[config.mk]
export PLATFORM = sky130hd
export DESIGN_NAME = ram_acesso_ctrl_flat
export DESIGN_NICKNAME = d
export VERILOG_FILES = /design/src/rtl/sap_pkg.sv /design/src/rtl/ram_acesso_ctrl_if.sv /design/src/rtl/debounce_pulso.sv /design/src/rtl/ram_acesso_ctrl.sv /design/src/flat_wrapper.sv
export SDC_FILE = /design/constraint.sdc
export NUM_CORES = 1
export LEC_CHECK = 0
export ABC_AREA = 1
export CELL_PAD_IN_SITES_DETAIL_PLACEMENT = 1
export CELL_PAD_IN_SITES_GLOBAL_PLACEMENT = 2
export CORE_MARGIN = 2
export CORE_UTILIZATION = 24
export DETAILED_ROUTE_END_ITERATION = 6
export HOLD_SLACK_MARGIN = 0.03
export PLACE_DENSITY = 0.78
export SYNTH_ARGS = -nofsm -noshare
export SYNTH_HDL_FRONTEND = slang
export SYNTH_SLANG_ARGS = --single-unit
export TNS_END_PERCENT = 100
[constraint.sdc]
create_clock -name i_clock -period 1.1 [get_ports i_clock]
set_clock_uncertainty 0.05 [all_clocks]
set_input_delay 0.165 -clock i_clock [delete_from_list [all_inputs] [get_ports i_clock]]
set_output_delay 0.165 -clock i_clock [all_outputs]
set_load 0.01 [all_outputs]
[src/rtl/sap_pkg.sv]
// Shared types and constants for the SAP-1 RAM access controller.
package sap_pkg;

    localparam int unsigned ADDR_W    = 4;
    localparam int unsigned DATA_W    = 8;
    localparam int unsigned RAM_DEPTH = 16;

    typedef enum logic [3:0] {
        IDLE,
        M_SETUP,
        M_WRITE,
        M_HOLD,
        W_SETUP,
        W_WRITE,
        W_HOLD,
        R_SETUP,
        R_READ,
        DONE
    } state_e;

    function automatic logic is_write_st(input state_e s);
        return (s == M_WRITE) || (s == W_WRITE);
    endfunction

endpackage

[src/rtl/ram_acesso_ctrl_if.sv]
// Front-panel / control-unit / RAM signal bundle for ram_acesso_ctrl.
interface ram_acesso_ctrl_if;
    import sap_pkg::*;

    logic              prog_mode;
    logic              btn_wr;
    logic [ADDR_W-1:0] dip_addr;
    logic              cpu_rd_req;
    logic              cpu_wr_req;
    logic [ADDR_W-1:0] cpu_addr;
    logic              cpu_ack;
    logic              busy;
    logic [ADDR_W-1:0] ram_addr;
    logic              ram_in;
    logic              ram_out;
    logic              programm_run;
    logic [ADDR_W-1:0] man_addr;

    modport master (
        output prog_mode, btn_wr, dip_addr, cpu_rd_req, cpu_wr_req, cpu_addr,
        input  cpu_ack, busy, ram_addr, ram_in, ram_out, programm_run, man_addr
    );

    modport slave (
        input  prog_mode, btn_wr, dip_addr, cpu_rd_req, cpu_wr_req, cpu_addr,
        output cpu_ack, busy, ram_addr, ram_in, ram_out, programm_run, man_addr
    );

endinterface

[src/rtl/debounce_pulso.sv]
// Button synchronizer + debounce counter; emits a one-cycle pulse on a debounced rising edge.
module debounce_pulso #(
    parameter int unsigned DEBOUNCE_CYCLES = 16
) (
    input  logic i_clock,
    input  logic i_reset,
    input  logic i_btn,
    output logic o_pulse
);

    localparam int unsigned CNT_W = (DEBOUNCE_CYCLES > 1) ? $clog2(DEBOUNCE_CYCLES) : 1;
    localparam logic [CNT_W-1:0] CNT_LAST = CNT_W'(DEBOUNCE_CYCLES - 1);

    logic [1:0]       r_sync;
    logic             r_level;
    logic [CNT_W-1:0] r_cnt;
    logic             r_pulse;
    logic             w_diff;
    logic             w_done;

    // Counter tracks consecutive samples that disagree with the accepted level.
    assign w_diff  = r_sync[1] ^ r_level;
    assign w_done  = w_diff && (r_cnt == CNT_LAST);
    assign o_pulse = r_pulse;

    always_ff @(posedge i_clock) begin
        if (i_reset) begin
            r_sync  <= 2'b00;
            r_level <= 1'b0;
            r_cnt   <= '0;
            r_pulse <= 1'b0;
        end else begin
            r_sync  <= {r_sync[0], i_btn};
            r_pulse <= w_done && r_sync[1];
            if (!w_diff || w_done) begin
                r_cnt <= '0;
            end else begin
                r_cnt <= r_cnt + CNT_W'(1);
            end
            if (w_done) begin
                r_level <= r_sync[1];
            end
        end
    end

endmodule

[src/rtl/ram_acesso_ctrl.sv]
// Arbiter/sequencer sharing the SAP-1 16x8 RAM between the manual loader and the CPU.
// Optional AUTO_INC_EN: manual address becomes an auto-incrementing counter instead of dip_addr.
module ram_acesso_ctrl
    import sap_pkg::*;
#(
    parameter int unsigned DEBOUNCE_CYCLES = 16
) (
    input  logic             i_clock,
    input  logic             i_reset,
    ram_acesso_ctrl_if.slave io_bus
);

    state_e            r_state, w_state_d;
    logic [ADDR_W-1:0] r_ram_addr, w_ram_addr_d;
    logic [ADDR_W-1:0] r_man_addr, w_man_addr_d;
    logic              r_man_pend, w_man_pend_d;
    logic              r_prun, w_prun_d;
    logic              r_ram_in, r_ram_out, r_cpu_ack;
    logic              w_btn_pulse;
    logic [ADDR_W-1:0] w_man_sel;

    debounce_pulso #(
        .DEBOUNCE_CYCLES(DEBOUNCE_CYCLES)
    ) u_debounce (
        .i_clock(i_clock),
        .i_reset(i_reset),
        .i_btn  (io_bus.btn_wr),
        .o_pulse(w_btn_pulse)
    );

`ifdef AUTO_INC_EN
    assign w_man_sel = r_man_addr;
`else
    assign w_man_sel = io_bus.dip_addr;
`endif

    always_comb begin
        w_state_d    = r_state;
        w_ram_addr_d = r_ram_addr;
        w_man_addr_d = r_man_addr;
        w_prun_d     = r_prun;
        // A new edge arriving in the same cycle as acceptance is kept as the next pending write.
        w_man_pend_d = r_man_pend | w_btn_pulse;
        case (r_state)
            IDLE: begin
                w_prun_d = ~io_bus.prog_mode;
                if (io_bus.prog_mode) begin
                    if (r_man_pend) begin
                        w_state_d    = M_SETUP;
                        w_ram_addr_d = w_man_sel;
                        w_man_addr_d = w_man_sel;
                        w_man_pend_d = w_btn_pulse;
                    end
                end else begin
                    w_man_pend_d = 1'b0;
                    if (io_bus.cpu_wr_req) begin
                        w_state_d    = W_SETUP;
                        w_ram_addr_d = io_bus.cpu_addr;
                    end else if (io_bus.cpu_rd_req) begin
                        w_state_d    = R_SETUP;
                        w_ram_addr_d = io_bus.cpu_addr;
                    end
                end
            end
            M_SETUP: w_state_d = M_WRITE;
            M_WRITE: w_state_d = M_HOLD;
            M_HOLD: begin
                w_state_d = IDLE;
`ifdef AUTO_INC_EN
                w_man_addr_d = r_man_addr + ADDR_W'(1);
`endif
            end
            W_SETUP: w_state_d = W_WRITE;
            W_WRITE: w_state_d = W_HOLD;
            W_HOLD:  w_state_d = DONE;
            R_SETUP: w_state_d = R_READ;
            R_READ:  w_state_d = DONE;
            DONE: begin
                if (!io_bus.cpu_rd_req && !io_bus.cpu_wr_req) begin
                    w_state_d = IDLE;
                end
            end
            default: w_state_d = IDLE;
        endcase
    end

    always_ff @(posedge i_clock) begin
        if (i_reset) begin
            r_state    <= IDLE;
            r_ram_addr <= '0;
            r_man_addr <= '0;
            r_man_pend <= 1'b0;
            r_prun     <= 1'b0;
            r_ram_in   <= 1'b0;
            r_ram_out  <= 1'b0;
            r_cpu_ack  <= 1'b0;
        end else begin
            r_state    <= w_state_d;
            r_ram_addr <= w_ram_addr_d;
            r_man_addr <= w_man_addr_d;
            r_man_pend <= w_man_pend_d;
            r_prun     <= w_prun_d;
            r_ram_in   <= is_write_st(w_state_d);
            r_ram_out  <= (w_state_d == R_READ);
            r_cpu_ack  <= (w_state_d == W_HOLD) || (w_state_d == R_READ);
        end
    end

    assign io_bus.busy         = (r_state != IDLE);
    assign io_bus.ram_addr     = r_ram_addr;
    assign io_bus.ram_in       = r_ram_in;
    assign io_bus.ram_out      = r_ram_out;
    assign io_bus.cpu_ack      = r_cpu_ack;
    assign io_bus.programm_run = r_prun;
    assign io_bus.man_addr     = r_man_addr;

endmodule
[src/flat_wrapper.sv]
// flat-port wrapper written by rule: the top's interface ports become plain ports
module ram_acesso_ctrl_flat import sap_pkg::*;
#(
    parameter int unsigned DEBOUNCE_CYCLES = 16
)
  (i_clock, i_reset, io_bus_prog_mode, io_bus_btn_wr, io_bus_dip_addr, io_bus_cpu_rd_req, io_bus_cpu_wr_req, io_bus_cpu_addr, io_bus_cpu_ack, io_bus_busy, io_bus_ram_addr, io_bus_ram_in, io_bus_ram_out, io_bus_programm_run, io_bus_man_addr);
  ram_acesso_ctrl_if io_bus_i ();
  input  logic i_clock;
  input  logic i_reset;
  input wire logic [$bits(io_bus_i.prog_mode)-1:0] io_bus_prog_mode;
  input wire logic [$bits(io_bus_i.btn_wr)-1:0] io_bus_btn_wr;
  input wire logic [$bits(io_bus_i.dip_addr)-1:0] io_bus_dip_addr;
  input wire logic [$bits(io_bus_i.cpu_rd_req)-1:0] io_bus_cpu_rd_req;
  input wire logic [$bits(io_bus_i.cpu_wr_req)-1:0] io_bus_cpu_wr_req;
  input wire logic [$bits(io_bus_i.cpu_addr)-1:0] io_bus_cpu_addr;
  output wire logic [$bits(io_bus_i.cpu_ack)-1:0] io_bus_cpu_ack;
  output wire logic [$bits(io_bus_i.busy)-1:0] io_bus_busy;
  output wire logic [$bits(io_bus_i.ram_addr)-1:0] io_bus_ram_addr;
  output wire logic [$bits(io_bus_i.ram_in)-1:0] io_bus_ram_in;
  output wire logic [$bits(io_bus_i.ram_out)-1:0] io_bus_ram_out;
  output wire logic [$bits(io_bus_i.programm_run)-1:0] io_bus_programm_run;
  output wire logic [$bits(io_bus_i.man_addr)-1:0] io_bus_man_addr;
  assign io_bus_i.prog_mode = io_bus_prog_mode;
  assign io_bus_i.btn_wr = io_bus_btn_wr;
  assign io_bus_i.dip_addr = io_bus_dip_addr;
  assign io_bus_i.cpu_rd_req = io_bus_cpu_rd_req;
  assign io_bus_i.cpu_wr_req = io_bus_cpu_wr_req;
  assign io_bus_i.cpu_addr = io_bus_cpu_addr;
  assign io_bus_cpu_ack = io_bus_i.cpu_ack;
  assign io_bus_busy = io_bus_i.busy;
  assign io_bus_ram_addr = io_bus_i.ram_addr;
  assign io_bus_ram_in = io_bus_i.ram_in;
  assign io_bus_ram_out = io_bus_i.ram_out;
  assign io_bus_programm_run = io_bus_i.programm_run;
  assign io_bus_man_addr = io_bus_i.man_addr;
  ram_acesso_ctrl #(.DEBOUNCE_CYCLES(DEBOUNCE_CYCLES)) u_core (.i_clock(i_clock), .i_reset(i_reset), .io_bus(io_bus_i));
endmodule
# Word level (Yosys, flattened, before mapping)
# Index checks and enable logic that the tools add are counted.
totals:
  regBits: 25
  inputBits: 14
  elab_cells: 59
op_classes:
  addsub: 1
  eq_ne: 14
  muxes: 13
  bitwise_logic: 3
  n_reduce_logical: 16
op_table:
  columns: ["cell", "n"]
  rows:
  - ["$mux W4", 9]
  - ["$pmux W4 S8", 1]
  - ["$eq A4 B3 Y1 const B", 6]
  - ["$eq A4 B4 Y1 const B", 4]
  - ["$eq A4 B2 Y1 const B", 2]
  - ["$reduce_and A3 Y1", 2]
  - ["$add A4 B1 Y4 const B", 1]
  - ["$eq A4 B1 Y1 const B", 1]
  - ["$logic_not A4 Y1", 1]
  - ["$reduce_bool A4 Y1", 1]
  - ["$reduce_or A2 Y1", 2]
  - ["$logic_and A1 B1 Y1", 3]
  - ["$logic_not A1 Y1", 3]
  - ["$logic_or A1 B1 Y1", 3]
  - ["$mux W1", 3]
  - ["$reduce_bool A3 Y1", 1]
  - ["$ne A2 B1 Y1 const B", 1]
  - ["$not A1 Y1", 1]
  - ["$or A1 B1 Y1", 1]
  - ["$xor A1 B1 Y1", 1]

# Longest topological paths before layout
logic_depth:
  word_depth: 6
  depth_mapped: 7
  depth_no_buf: 7

# Modules after synthesis
# A second synthesis with hierarchy kept.
unflattened:
  cells_unflattened: 150
  hier_area_um2: 1117.3
by_module_without_submodules:
  columns: ["mod", "instances", "cells_each", "area_each_um2", "seq_area_each_um2"]
  rows:
  - ["ram_acesso_ctrl", 1, 114, 819.5, 340.3]
  - ["debounce_pulso", 1, 36, 297.8, 160.2]

# Least setup slack after synthesis
# No wires, ideal clock.
synth_path:
  path_type: "register -> register"
  start: "reg u_core.r_state[0]"
  end: "reg u_core.r_ram_addr[0] (netlist: u_core.io_bus.ram_addr[0])"
  setup_time_ps: 113
  arrival_time_ps: 977
  t_required_ps: 937
  path_slack_ps: -40
  path_stages_with_launch: 8
  n_path_buf: 1
  path_cell_list: "dfxtp_1 > buf_6 > nor2_4 > nand2_4 > nor2_4 > nand3_1 > nand2_1 > nor2_1"
synth_between:
  elab_chain_cells: 2
synth_rtl:
  columns: ["item", "line_no", "source"]
  rows:
  - ["from (decl)", "ram_acesso_ctrl.sv:13", "state_e r_state, w_state_d;"]
  - ["from (signal assigned)", "ram_acesso_ctrl.sv:98", "r_state <= w_state_d;"]
  - ["$logic_not A4 Y1", "ram_acesso_ctrl.sv:44", "case (r_state)"]
  - ["$reduce_and A3 Y1 (no source line)", null, null]
  - ["to (signal assigned)", "ram_acesso_ctrl.sv:99", "r_ram_addr <= w_ram_addr_d;"]
  - ["to (decl)", "ram_acesso_ctrl.sv:14", "logic [ADDR_W-1:0] r_ram_addr, w_ram_addr_d;"]
# Every way passes these cells.
# A chain may end at the register's enable or synchronous reset.

# Worst setup path in the final report
layout_path:
  start: "reg u_core.r_state[1]"
  end: "out io_bus_busy"
layout_between:
  elab_chain_cells: 1
layout_rtl:
  columns: ["item", "line_no", "source"]
  rows:
  - ["$reduce_bool A4 Y1", "ram_acesso_ctrl.sv:109", "assign io_bus.busy = (r_state != IDLE);"]
  - ["to (decl)", "flat_wrapper.sv:17", "output wire logic [$bits(io_bus_i.busy)-1:0] io_bus_busy;"]
# Every way passes these cells.

==> impl_metrics.csv <==
group,metric,value,unit
synth,synth_top_area_cell,"dfxtp_1",
placed_design,io_buffer_count,26,
clocking,cts-htree-levels,1,
timing,finalMaxSlewViolations,0,
global_route,grt_pass1_vias,1061,
pwr,powerDensity,1960,nW/µm²
synth,synth_fa_ha_area_share,1.05,%
routing,drc_errors,0,
floorplanning,die_h,74.4,µm
synth,synth_flop_cell,"dfxtp_1",
cells_and_area,diodes,0,
timing,tightest_slew,218,ps
clocking,cts_buffer_depth,2,
worst_setup_path,cp-endpoint,"io_bus_busy",
worst_setup_path,endpoint_kind,"output pin",
cells_and_area,n_fill_cell,608,
worst_setup_path,critPathSlowestCell,"dfxtp_4",
pwr,p_total,3.47,mW
synth,synth-xor-area-share,2.21,%
timing,rsz0062_at_grt,"true",
timing,setup_viol,13,
synth,synth_top_family_by_area,"simple AND/OR/NAND/NOR gates",
worst_setup_path,path_delay_family,"flip-flops",
placed_design,dp_slack,-378,ps
synth,syn_nets,176,
timing,post-route-period-util,109,%
global_route,grt_max_degree,16,
cells_and_area,fin_nets,226,
worst_setup_path,r2r.worst_path.cells,7,
synth,synthTopCellsByArea,"dfxtp_1, nand2_1, nor2_1",
floorplanning,io_pins,27,
worst_setup_path,cp_num_cells,3,
worst_setup_path,rrSetupSlack,-80,ps
floorplanning,dieArea,5540,µm²
floorplanning,coreArea,4750,µm²
worst_setup_path,startpoint,"u_core.r_state[1]",
worst_setup_path,cp_num_buf_inv,1,
synth,yosys_warnings,0,
synth,synth_area_per_cell,7.39,µm²
pwr,irDropWorstVdd,646,µV
routing,drt-wirelength-per-cell,11.2,µm
clocking,numCtsBuffers,3,
cells_and_area,layout_commonest_cell,"nand2_1",
timing,fmax,835,MHz
worst_setup_path,reg2reg_from,"u_core.r_state[1]",
timing,layout_min_cycle_time,1200,ps
worst_hold_path,hold_path.startpoint,"io_bus_btn_wr",
worst_setup_path,r2r-end,"u_core.io_bus.ram_addr[3]",
routing,drt-initial-drc-count,22,
global_route,grt_pass1_wl,4.70,mm
placed_design,dp_hpwl,2.31,mm
routing,via_per_inst,4.09,
timing,whs,341,ps
worst_setup_path,path_class,"reg2out",
cells_and_area,drive_gt1_share,37.1,%
synth,yosysUniqueCellTypes,28,
cells_and_area,area_delta_synth_final,48.8,%
worst_setup_path,crit_required,880,ps
clocking,cts_root_buf,"clkbuf_8",
global_route,grtUsageTotal,11.4,%
global_route,antenna_found_initial,0,
synth,synth_compound_area_share,5.47,%
synth,syn_area,1190,µm²
worst_setup_path,crit_arrival,980,ps
synth,ys_async_sr_fraction,0,%
clocking,path_clk_slew,90,ps
floorplanning,fp.dieW,74.4,µm
timing,relSlewSlack,85.5,%
floorplanning,start_util,25.0,%
status,outcome,"complete, but fails checks",
cells_and_area,layout_common_cells,"nand2_1, nor2_1, buf_4, dfxtp_1, inv_1",
synth,synth_top_area_share,42.1,%
timing,finalWorstSetupSlack,-96.9,ps
global_route,overflow,0,
status,violations,"setup timing",
clocking,clock_latency,280,ps
floorplanning,row_count,25,
worst_setup_path,path_cells,"nor2_4, nand2_4, buf_2",
pwr,p_leak,0.791,nW
worst_setup_path,start_kind,"flop",
worst_setup_path,cpPeakStageDelay,370,ps
synth,synth_seq_cells,25,
timing,finalHoldViolCount,0,
placed_design,globalplace.congestion,0.735,
clocking,cts_tree,"built",
worst_setup_path,cp_max_fo,2,
routing,num_vias,1133,
routing,first_pass_iters,2,
synth,synth-simple-area-share,40.2,%
synth,synthMuxAreaShare,0,%
routing,wirelength,3.11,mm
worst_hold_path,hold_class,"in2reg",
run,cap_violations,0,
synth,synth_edf_count,0,
routing,drtAntennaViolNets,0,
synth,synthCells,161,
clocking,cts.sinks,25,
synth,ys_seq_area_share,42.1,%
## registers in the layout, summed over array words and instances (netlist names)
| register | count |
|---|---|
| u_core.io_bus.cpu_ack | 1 |
| u_core.io_bus.man_addr | 4 |
| u_core.io_bus.programm_run | 1 |
| u_core.io_bus.ram_addr | 4 |
| u_core.io_bus.ram_in | 1 |
| u_core.io_bus.ram_out | 1 |
| u_core.r_man_pend | 1 |
| u_core.r_state | 4 |
| u_core.u_debounce.o_pulse | 1 |
| u_core.u_debounce.r_cnt | 4 |
| u_core.u_debounce.r_level | 1 |
| u_core.u_debounce.r_sync | 2 |
## area by class of cell
cell class / count / area (µm²) / share of cell area [%]
clock buffer: 3 / 41.3 / 2.33
clock inverter: 1 / 7.51 / 0.424
inverter: 19 / 78.8 / 4.45
multi-input combinational: 113 / 644 / 36.4
sequential: 25 / 510 / 28.8
tap: 67 / 83.8 / 4.73
timing repair buffer: 49 / 404 / 22.8
## what timing repair did
item                       4_1_cts  5_1_grt
hold buffers                     0        0
setup endpoints to repair       33       28
setup buffers                    0        3
gates resized for setup         38       31
pin swaps                        1        4
## power by group
group | total [mW] | leakage (nW) | switching [mW] | internal, mW
sequential | 1.18 | 0.206 | 0.105 | 1.07
combinational | 1.71 | 0.563 | 0.930 | 0.776
clock | 0.584 | 0.0217 | 0.326 | 0.258
## tightest hold or removal path: stages
cell,delay (ps)
clkdlybuf4s50_1,390
inv_1,50
nor2_1,30
## worst min path at each step
stage                                        endpoint  cells past startpoint  slack, ps
final                     u_core.u_debounce.r_sync[0]                      3        340
after global routing      u_core.u_debounce.r_sync[0]                      3        350
after CTS                 u_core.u_debounce.r_sync[0]                      3        330
after detailed placement  u_core.u_debounce.r_sync[1]                      2        350
after global placement    u_core.u_debounce.r_sync[1]                      2        340
after floorplan             u_core.u_debounce.o_pulse                      1        190
## synthesized netlist by cell type, types with 2 or more instances
library cell   n
a21oi_1        5
a21oi_2        2
and2_0         4
buf_6          2
dfxtp_1       25
inv_1         13
inv_2          5
nand2_1       36
nand3_1       12
nor2_1        34
nor2_4         4
o21ai_1        2
xor2_1         2
## kinds of logic (layout without fill, tap and decap cells)
family                   after synthesis  after routing
AO/OA/AOI/OAI                         11             11
XOR/XNOR                               3              3
buffers and inverters                 23             72
flip-flops                            25             25
adder cells (fa/ha/maj)                1              1
AND/OR/NAND/NOR                       98             98
## metrics by stage
step / utilization [%] / instances / setup TNS (ps) / cell area [µm²]
3_3_place_gp: 35.2 / 270 / -4320 / 1680
2_1_floorplan: - / 161 / -76.2 / 1190
5_1_grt: 37.2 / 277 / -1530 / 1770
6_report: 37.2 / 277 / -725 / 1770
3_5_place_dp: 35.2 / 270 / -4930 / 1680
4_1_cts: 36.7 / 274 / -479 / 1750
## metal layers
layer  vias to the layer above  track usage (%)  part of all wire [%]  routed length [µm]
met5                         -                0                     0                   0
met4                         0             5.75                   2.0                  62
met3                         4             2.44                   4.3                 135
met2                        22             19.5                    49                1510
met1                       511             13.5                    45                1400
li1                        596                -                     -                   -
Note: power is estimated with default switching activity, not from simulation.
==> edit, RTL diff (same flow settings) <==
Add a define of `AUTO_INC_EN`.
--- a/src/rtl/ram_acesso_ctrl.sv
+++ b/src/rtl/ram_acesso_ctrl.sv
@@ -1,5 +1,7 @@
 // Arbiter/sequencer sharing the SAP-1 16x8 RAM between the manual loader and the CPU.
 // Optional AUTO_INC_EN: manual address becomes an auto-incrementing counter instead of dip_addr.
+`define AUTO_INC_EN
+
 module ram_acesso_ctrl
     import sap_pkg::*;
 #(
Check against the original RTL: same outputs for any inputs over 10 cycles, from zero or initial values and one cycle with i_reset high; that may be too few to reach the edited logic, so the function may still have changed.
==> edit against the original RTL <==
The run still ends with setup timing left. Worst setup slack improved by 0.022 ns. Cell area decreased by 3.9%. Power decreased by 2.9%. Routed wire length increased by 2.8%. Sequential cell count unchanged. Area after synthesis decreased by 3.7%. Largest cell class unchanged. Global-route usage increased by 1.4 points. Count of clock-buffer cells in the layout unchanged.
==> edit: results (changes against the original RTL) <==
synthesis:
  ys_top_cells_by_area: "dfxtp_1, nand2_1, nor2_1, inv_1, nand3_1"  # was dfxtp_1, nand2_1, nor2_1, nand3_1, inv_1
  mappedNetlistNets: 177  # was 176
  postSynthAreaPerCell_um2: 7.12  # was 7.39 µm²
pwr:
  p_int_mw: 2.05  # was 2.11 mW
  pwr-share-clk_pct: 17.5  # was 16.8%
run_status:
  failed_checks: "setup timing"  # unchanged
  run_status: "complete, but fails checks"  # unchanged
worst_setup_path:
  slowest_library_cell_on_the_worst_path: "dfxtp_2"  # was dfxtp_4
  cp.arrival_ns: 1.30  # was 0.98 ns
  crit_fanout: 4  # was 2
  critical_path.max_stage_delay_ns: 0.35  # was 0.37 ns
clocking:
  cts_resized: 50  # was 38
  post_cts_buffers: 1  # was 0
detailed_routing:
  post_drt_via_cell_ratio: 4.36  # was 4.09
  vias: 1128  # was 1133
  drtIter0Drc: 29  # was 22
  total_routed_wirelength_um: 3190  # was 3110 µm
  drt_pre_antenna_iters: 4  # was 2
placement:
  place_ws_ns: -0.362  # was -0.378 ns
  dp_cells: 254  # was 270
  placer_s_final_routability_congestion_estimate: 0.816  # was 0.735
  port-buffer-count: 22  # was 26
sta:
  fin_setup_tns_ns: -0.307  # was -0.725 ns
  measured_slew_at_the_worst_slew_check_pin_ns: 0.199  # was 0.218 ns
  final.setup.worst_slack_ns: -0.0746  # was -0.0969 ns
  setup_viol_count_final: 7  # was 13
global_routing:
  number_of_global_route_vias_before_repair: 1238  # was 1061
  track_usage_pct: 12.8  # was 11.4%
  grt_pass1_wl_um: 5400  # was 4700 µm
finish:
  net_total_in_the_final_layout: 222  # was 226
  drive_above_1_share_pct: 38.0  # was 37.1%
-- edit: cell types whose count changed in the layout (fill, tap and decap cells not counted), moves of 3 or more --
cell	change
nor2_1	-8
clkdlybuf4s50_1	-4
nand2_2	+4
dfxtp_2	+3
nand2_1	-5
a21oi_1	+4
clkbuf_2	-4
inv_1	+3
-- edit: routing by layer --
metal,up-vias,part of all wire (%),track usage [%]
li1,592,-,-
met1,521,46,15.1
met2,13,50,23.3
met3,2,3.3,2.21
met4,0,0.85,4.32
met5,-,0,0
-- edit: path summary, 6_finish.rpt --
check                                            startpoint                           to  slack [ns]  cells after the start
worst max-delay path                      u_core.r_state[0]    u_core.io_bus.ram_addr[0]       -0.07                      7
worst min-delay path                       io_bus_prog_mode            u_core.r_state[1]        0.32                      6
worst max register to register            u_core.r_state[0]    u_core.io_bus.ram_addr[0]       -0.07                      7
worst min register to register  u_core.u_debounce.r_sync[0]  u_core.u_debounce.r_sync[1]        0.36                      2
-- edit: area by class of cell --
cell class,count,area [µm²]
timing repair buffer,42,340
multi-input combinational,112,649
fill,579,2960
clock inverter,1,7.51
sequential,25,510
clock buffer,3,41.3
inverter,22,85.1
tap,54,67.6
-- edit: power by group through the flow --
stage | combinational [mW] | clock, mW | sequential, mW
CTS | 1.62 | 0.605 | 1.18
global route | 1.78 | 0.631 | 1.20
detailed placement | 1.46 | 0 | 1.18
floorplan | 0.639 | 0 | 1.25
global placement | 1.42 | 0 | 1.17
finish | 1.60 | 0.590 | 1.18
-- edit: logic make-up after synthesis --
group | count (synthesis) | share of synthesized area [%]
and+or+nand+nor | 93 | 37.2
buffers and inverters | 24 | 8.19
AOI/OAI and AO/OA | 14 | 6.44
DFF | 25 | 43.7
xor gates and xnor gates | 3 | 2.29
adders and majority gates | 2 | 2.18
